$ cat src/rtl/hsync_gen.sv
// Horizontal timing generator for the 640x480@60Hz VGA path at 50 MHz.
// Walks SYNC -> BP -> DISP -> FP each line and emits registered sync, display, column and line-end.
module hsync_gen #(
    parameter int unsigned H_SYNC  = 192,
    parameter int unsigned H_BP    = 96,
    parameter int unsigned H_DISP  = 1280,
    parameter int unsigned H_FP    = 32,
    parameter int unsigned PIX_DIV = 10,
    parameter int unsigned HPIX_W  = 7
) (
    input  logic              clk,
    input  logic              reset,
    output logic [HPIX_W-1:0] HPIXEL,
    output logic              HDISPLAY,
    output logic              VGA_HSYNC,
    output logic              LINE_END
);

    localparam int unsigned MAX_A   = (H_SYNC > H_BP) ? H_SYNC : H_BP;
    localparam int unsigned MAX_B   = (H_DISP > H_FP) ? H_DISP : H_FP;
    localparam int unsigned MAX_LEN = (MAX_A > MAX_B) ? MAX_A : MAX_B;
    localparam int unsigned CNT_W   = $clog2(MAX_LEN + 1);
    localparam int unsigned DIV_W   = $clog2(PIX_DIV + 1);

    localparam logic [CNT_W-1:0] SYNC_LAST = CNT_W'(H_SYNC - 1);
    localparam logic [CNT_W-1:0] BP_LAST   = CNT_W'(H_BP - 1);
    localparam logic [CNT_W-1:0] DISP_LAST = CNT_W'(H_DISP - 1);
    localparam logic [CNT_W-1:0] FP_LAST   = CNT_W'(H_FP - 1);
    localparam logic [DIV_W-1:0] DIV_LAST  = DIV_W'(PIX_DIV - 1);

    typedef enum logic [1:0] {
        ST_SYNC = 2'd0,
        ST_BP   = 2'd1,
        ST_DISP = 2'd2,
        ST_FP   = 2'd3
    } state_e;

    state_e            state_q, state_d;
    logic [CNT_W-1:0]  cnt_q, cnt_d;
    logic [DIV_W-1:0]  div_q, div_d;
    logic [HPIX_W-1:0] col_q, col_d;
    logic              last_c;

    logic              hsync_q, hsync_d;
    logic              disp_q, disp_d;
    logic [HPIX_W-1:0] hpix_q, hpix_d;
    logic              line_end_q, line_end_d;

    // State and position registers
    always_ff @(posedge clk) begin
        if (reset) begin
            state_q <= ST_SYNC;
            cnt_q   <= '0;
            div_q   <= '0;
            col_q   <= '0;
        end else begin
            state_q <= state_d;
            cnt_q   <= cnt_d;
            div_q   <= div_d;
            col_q   <= col_d;
        end
    end

    // Next state, per-state counter and column divider; column state is cleared outside DISP
    always_comb begin
        state_d = state_q;
        cnt_d   = cnt_q + CNT_W'(1);
        div_d   = '0;
        col_d   = '0;
        last_c  = 1'b0;

        case (state_q)
            ST_SYNC: last_c = (cnt_q == SYNC_LAST);
            ST_BP:   last_c = (cnt_q == BP_LAST);
            ST_DISP: last_c = (cnt_q == DISP_LAST);
            ST_FP:   last_c = (cnt_q == FP_LAST);
            default: last_c = 1'b1;
        endcase

        if (last_c) begin
            cnt_d = '0;
            case (state_q)
                ST_SYNC: state_d = ST_BP;
                ST_BP:   state_d = ST_DISP;
                ST_DISP: state_d = ST_FP;
                default: state_d = ST_SYNC;
            endcase
        end

        if ((state_q == ST_DISP) && !last_c) begin
            if (div_q == DIV_LAST) begin
                div_d = '0;
                col_d = col_q + HPIX_W'(1);
            end else begin
                div_d = div_q + DIV_W'(1);
                col_d = col_q;
            end
        end
    end

    // Output decode of the current position, registered below
    always_comb begin
        hsync_d    = 1'b1;
        disp_d     = 1'b0;
        hpix_d     = '0;
        line_end_d = 1'b0;

        case (state_q)
            ST_SYNC: hsync_d = 1'b0;
            ST_DISP: begin
                disp_d = 1'b1;
                hpix_d = col_q;
            end
            ST_FP:   line_end_d = (cnt_q == FP_LAST);
            default: ;
        endcase
    end

    always_ff @(posedge clk) begin
        if (reset) begin
            hsync_q    <= 1'b1;
            disp_q     <= 1'b0;
            hpix_q     <= '0;
            line_end_q <= 1'b0;
        end else begin
            hsync_q    <= hsync_d;
            disp_q     <= disp_d;
            hpix_q     <= hpix_d;
            line_end_q <= line_end_d;
        end
    end

    assign VGA_HSYNC = hsync_q;
    assign HDISPLAY  = disp_q;
    assign HPIXEL    = hpix_q;
    assign LINE_END  = line_end_q;

endmodule

$ cat config.mk
export PLATFORM = sky130hd
export DESIGN_NAME = hsync_gen
export DESIGN_NICKNAME = d
export VERILOG_FILES = /design/src/rtl/hsync_gen.sv
export SDC_FILE = /design/constraint.sdc
export NUM_CORES = 1
export LEC_CHECK = 0
export BUFFER_PORTS_ARGS = -buffer_cell sky130_fd_sc_hd__buf_2
export CORE_ASPECT_RATIO = 1.2
export CORE_MARGIN = 10
export CORE_UTILIZATION = 55
export CTS_BUF_LIST = sky130_fd_sc_hd__clkbuf_2 sky130_fd_sc_hd__clkbuf_4 sky130_fd_sc_hd__clkbuf_8
export DETAILED_ROUTE_END_ITERATION = 6
export PLACE_DENSITY_LB_ADDON = 0.2
export REMOVE_ABC_BUFFERS = 1
export SKIP_CTS_REPAIR_TIMING = 1
export SYNTH_ARGS = -nofsm -noshare
export SYNTH_HDL_FRONTEND = slang
export SYNTH_SLANG_ARGS = --single-unit
$ cat constraint.sdc
create_clock -name clk -period 3.7 [get_ports clk]
set_clock_uncertainty 0.15 [all_clocks]
set_input_delay 0.185 -clock clk [delete_from_list [all_inputs] [get_ports clk]]
set_output_delay 0.185 -clock clk [all_outputs]
set_load 0.02 [all_outputs]
### Yosys cells after proc, flatten, opt, wreduce, memory -nomap -nowiden

Index checks and enable logic that the tools add are counted.

* add/sub/neg operators: 3
* eq/ne operators: 8
* muxes and demuxes: 4
* bitwise operators: 3
* reductions and logical operators: 8

Operator list (count)
* adder 11 x 1 -> 11 bit (second input constant): 1
* == test 11 bit (second input constant): 1
* == test 11 x 5 -> 1 bit (second input constant): 1
* == test 11 x 7 -> 1 bit (second input constant): 1
* == test 11 x 8 -> 1 bit (second input constant): 1
* OR reduction 2 bit: 4
* adder 7 x 1 -> 7 bit (second input constant): 1
* one-hot mux 2 bit (3 select lines): 1
* adder 4 x 1 -> 4 bit (second input constant): 1
* == test 2 bit (second input constant): 2
* == test 4 bit (second input constant): 1
* one-hot mux 1 bit (4 select lines): 1
* inverter 1 bit: 3
* OR reduction 3 bit: 1
* == test 2 x 1 -> 1 bit (second input constant): 1
* logical NOT 2 bit: 1
* two-way mux 1 bit: 2
* logical AND 1 bit: 1
* logical NOT 1 bit: 1

* flip-flop bits (word level): 34
* bits of input ports: 2
* output and inout bits: 10
* word-level logic and storage cells: 34

### Depth between registers and ports, before layout

* depth after elaboration: 6
* depth in mapped cells: 7
* gate-level depth less buffers: 6

### Worst setup path after synthesis

OpenSTA, ideal clock, no wires.

* path kind: reg-to-reg
* from: register state_q[0]
* to: register div_q[0]
* setup time: 0.124 ns
* arrival time: 1.617 ns
* data required time: 3.426 ns
* setup slack: 1.809 ns
* stages on the path, launching flop included: 8
* buffers on the path: 1
* clock period less this slack: 1.891 ns
* path through: dfxtp_1 inv_1 ha_1 xor2_1 or3_4 o211ai_2 buf_6 nor3_2

* longest elaborated chain between the ends: 6
* elaborated cells on any way between the ends: 9
* those cells by class: eq/ne (3); mux (1); bitwise (1); reduce/logical (4)

RTL lines
* start: declaration: RTL line 38 `state_e state_q, state_d;`
* start signal: assignment: RTL line 57 `state_q <= state_d;`
* == test 2 bit (tied with other cells): RTL line 72 `case (state_q)`
* one-hot mux 1 bit (4 select lines): RTL line 72
* logical NOT 1 bit: RTL line 90 `if ((state_q == ST_DISP) && !last_c) begin`
* logical AND 1 bit (*): RTL line 90
* inverter 1 bit (no source line) (*)
* OR reduction 3 bit (no source line) (*)
* end signal: assignment: RTL line 59 `div_q <= div_d;`
* end: declaration: RTL line 40 `logic [DIV_W-1:0] div_q, div_d;`

Mark *: on every way between the ends. The rest lies on a longest branch, timed or not.
A chain may end at the register's enable or synchronous reset.

### Worst setup path after layout

* from: register state_q[0]
* to: register div_q[2]

The elaborated chain is that of the path after synthesis.

==> metrics <==
status=finished clean; total number of vias=1015; reg2reg start=state_q[0]; Internal Power=0.585 mW; slowest CP cell=o211ai_2; worst reg2reg setup slack=1.49 ns; design area=1620 um2; Flop pwr share=0.512; commonest non-fill, non-tap cell in the layout=dfxtp_1; Die W=66.9 um; dpl ws=1.48 ns; worst slew pin tran=0.613 ns; P&R area growth vs syn=11.4%; Ports=12; # diodes=0; CTS sink count=34; R2R cell count=6; H-tree depth=2; Detailed Routing Iterations Pass 1=4; HP Class=register to register; Root Driver=clkbuf_4; adder-cell share of the synthesized area=0.0688; post-synthesis sequential area ratio=0.468; largest family of logic cells by synthesized area=simple AND/OR/NAND/NOR gates; Clock Path Buffers=2; CP max FO=11; vias in the first global route=1017; Worst-path clk slew=0.11 ns; YS warnings=0; share of cells above drive strength 1=0.165; max incr delay on CP=0.46 ns; detailed placement HPWL=1840 um; latest clock arrival within the worst-skew pair=0.34 ns; Synth Area in Compound Gates=0.0387; endpoints failing hold=0; Seq cells post-synth=34; most frequent cells in the layout=dfxtp_1, nor2_1, nand2_1; final period utilization=0.597; Post-Synthesis Cell Area=1450 um2; post-synth top area cell=dfxtp_1; nets=173; Post-Place Cells=188; Buf+Inv Stages, Crit Path=1; Routed WL=2490 um; I/O Buffers=11; largest net degree at the start of global routing=13; Sw Ratio=0.193; Maximum Capacitance Violations=0; unrepaired setup endpoints after global routing=no; Starting Density=0.575; Post-Synth Simple-Gate Area=0.244; worst r2r dst=div_q[2]; fin crit period=2.21 ns; clock power share=0.471; post-route ant nets=0; net switching power=0.140 mW; chip height=76.3 um; Critical Path End Type=register; Synth Area per Inst=9.69 um2; Synth area leaders=dfxtp_1, ha_1, xnor2_1; cell chain of the critical path=inv_1 -> ha_1 -> xor2_1 -> or3_4 -> o211ai_2 -> nor3_1; Detailed Route Iter0 Violations=58; first-pass GRT wire length=4460 um; crit-path leading delay family=simple AND/OR/NAND/NOR gates; Core Rows=20; Vias per Instance=5.15; final setup fails=0; Req. time, crit path=3.77 ns; WS Path Type=register to register; Fmax=453 MHz; Arr. time, crit path=2.28 ns; combinational power share=0.016; core footprint=2530 um2; GRT Util Overall=0.110; power per cell area=447 nW/um2; Synth Area in XOR/XNOR=0.114; Slew HR=0.591; antenna violations before repair=0; Hold EP=cnt_q[0]; DRC errors left=0; worst IR drop on VDD=0.000274 V; final count of pins violating max slew=0; Yosys cell types=28; Power, Total=0.725 mW; post-synthesis mux area share=0.0207; Hold Path Origin=cnt_q[0]; cell count after synthesis=150; gpl congestion=0.781; WHS Path Cells=1; CTS buffer count=5; DIE AREA=5110 um2; Startpoint Class=register; CTS tree=done; drt wl/cell=12.6 um; LEAKAGE=0.633 nW; worst setup margin=1.49 ns; GRT overflow=0; non-filler cells, final=197; setup TNS=0 ns; Cell Area, Placed=1500 um2; share of the synthesized area in the top cell type=0.468
worst max-delay path by stage:
stage                    start  endpoint  slack [ns]  cells past startpoint
CTS                 state_q[0]  div_q[2]        1.47                      6
finish              state_q[0]  div_q[2]        1.49                      6
global placement    state_q[0]  div_q[2]        1.58                      6
floorplan           state_q[0]  div_q[2]        1.70                      6
detailed placement  state_q[0]  div_q[2]        1.48                      6
global route        state_q[0]  cnt_q[5]        1.33                      6
cell usage after synthesis:
| library cell | instances |
|---|---|
| nand4_1 | 3 |
| nand2_1 | 16 |
| o21ai_0 | 1 |
| a21oi_1 | 1 |
| and2_1 | 7 |
| inv_1 | 5 |
| and3_1 | 1 |
| and3b_1 | 2 |
| clkbuf_1 | 2 |
| buf_2 | 1 |
| xor2_1 | 8 |
| nor3_2 | 2 |
| o211ai_2 | 3 |
| nor2b_1 | 1 |
| or3_4 | 1 |
| xnor2_1 | 11 |
| dfxtp_1 | 34 |
| nor3_1 | 6 |
| nand4b_1 | 1 |
| mux2i_1 | 3 |
| buf_6 | 3 |
| nor4_2 | 1 |
| nand3_1 | 2 |
| nor3b_1 | 2 |
| nor2_1 | 23 |
| ha_1 | 8 |
| o21ai_2 | 1 |
| and4_1 | 1 |
cell type report:
cell class,count,area [um2]
fillers,229,907
clock inverters,3,68.8
flip-flops and latches,34,681
well taps,33,41.3
multi-input cells,105,708
clock buffers,5,37.5
repair buffers,12,65.1
inverters,5,18.8
stage by stage:
stage                     hold slack [ns]   util
after CTS                          -0.112  0.637
after floorplan                     0.112      -
after detailed placement            0.236  0.595
final                               0.302  0.641
after global routing                0.340  0.641
after global placement              0.233  0.595
sequential cells by signal, indices dropped and copies added, names as in the netlist:
name       count
HDISPLAY       1
cnt_q         11
div_q          4
HPIXEL         7
col_q          7
VGA_HSYNC      1
state_q        2
LINE_END       1
metal layers:
layer | up-vias | track usage | share of wire
li1 | 510 | - | -
met2 | 21 | 0.174 | 0.51
met4 | 0 | 0.0535 | 0.022
met1 | 477 | 0.118 | 0.40
met5 | - | 0 | 0
met3 | 7 | 0.0544 | 0.061
power groups by stage:
stage / Clock, mW / Sequential (mW) / Combinational, mW
after global placement: 0 / 0.379 / 0.0103
after floorplan: 0 / 0.380 / 0.00690
after CTS: 0.350 / 0.371 / 0.0112
after detailed placement: 0 / 0.380 / 0.0110
final: 0.342 / 0.371 / 0.0120
after global routing: 0.367 / 0.372 / 0.0130
worst register-to-register path: cells and delay by family (launching register included):
| family | cells | cell delay (ns) |
|---|---|---|
| compound gates | 1 | 0.46 |
| xor+xnor | 1 | 0.17 |
| fa+ha+maj | 1 | 0.33 |
| buf+inv | 1 | 0.09 |
| flops | 1 | 0.40 |
| simple gates | 2 | 0.49 |
kinds of logic after synthesis:
group,after synthesis
muxes,3
xor gates and xnor gates,19
DFF,34
adders and majority gates,8
and+or+nand+nor,69
AOI/OAI and AO/OA,6
buffers and inverters,11
No activity file was read; power rests on OpenSTA's default activity.
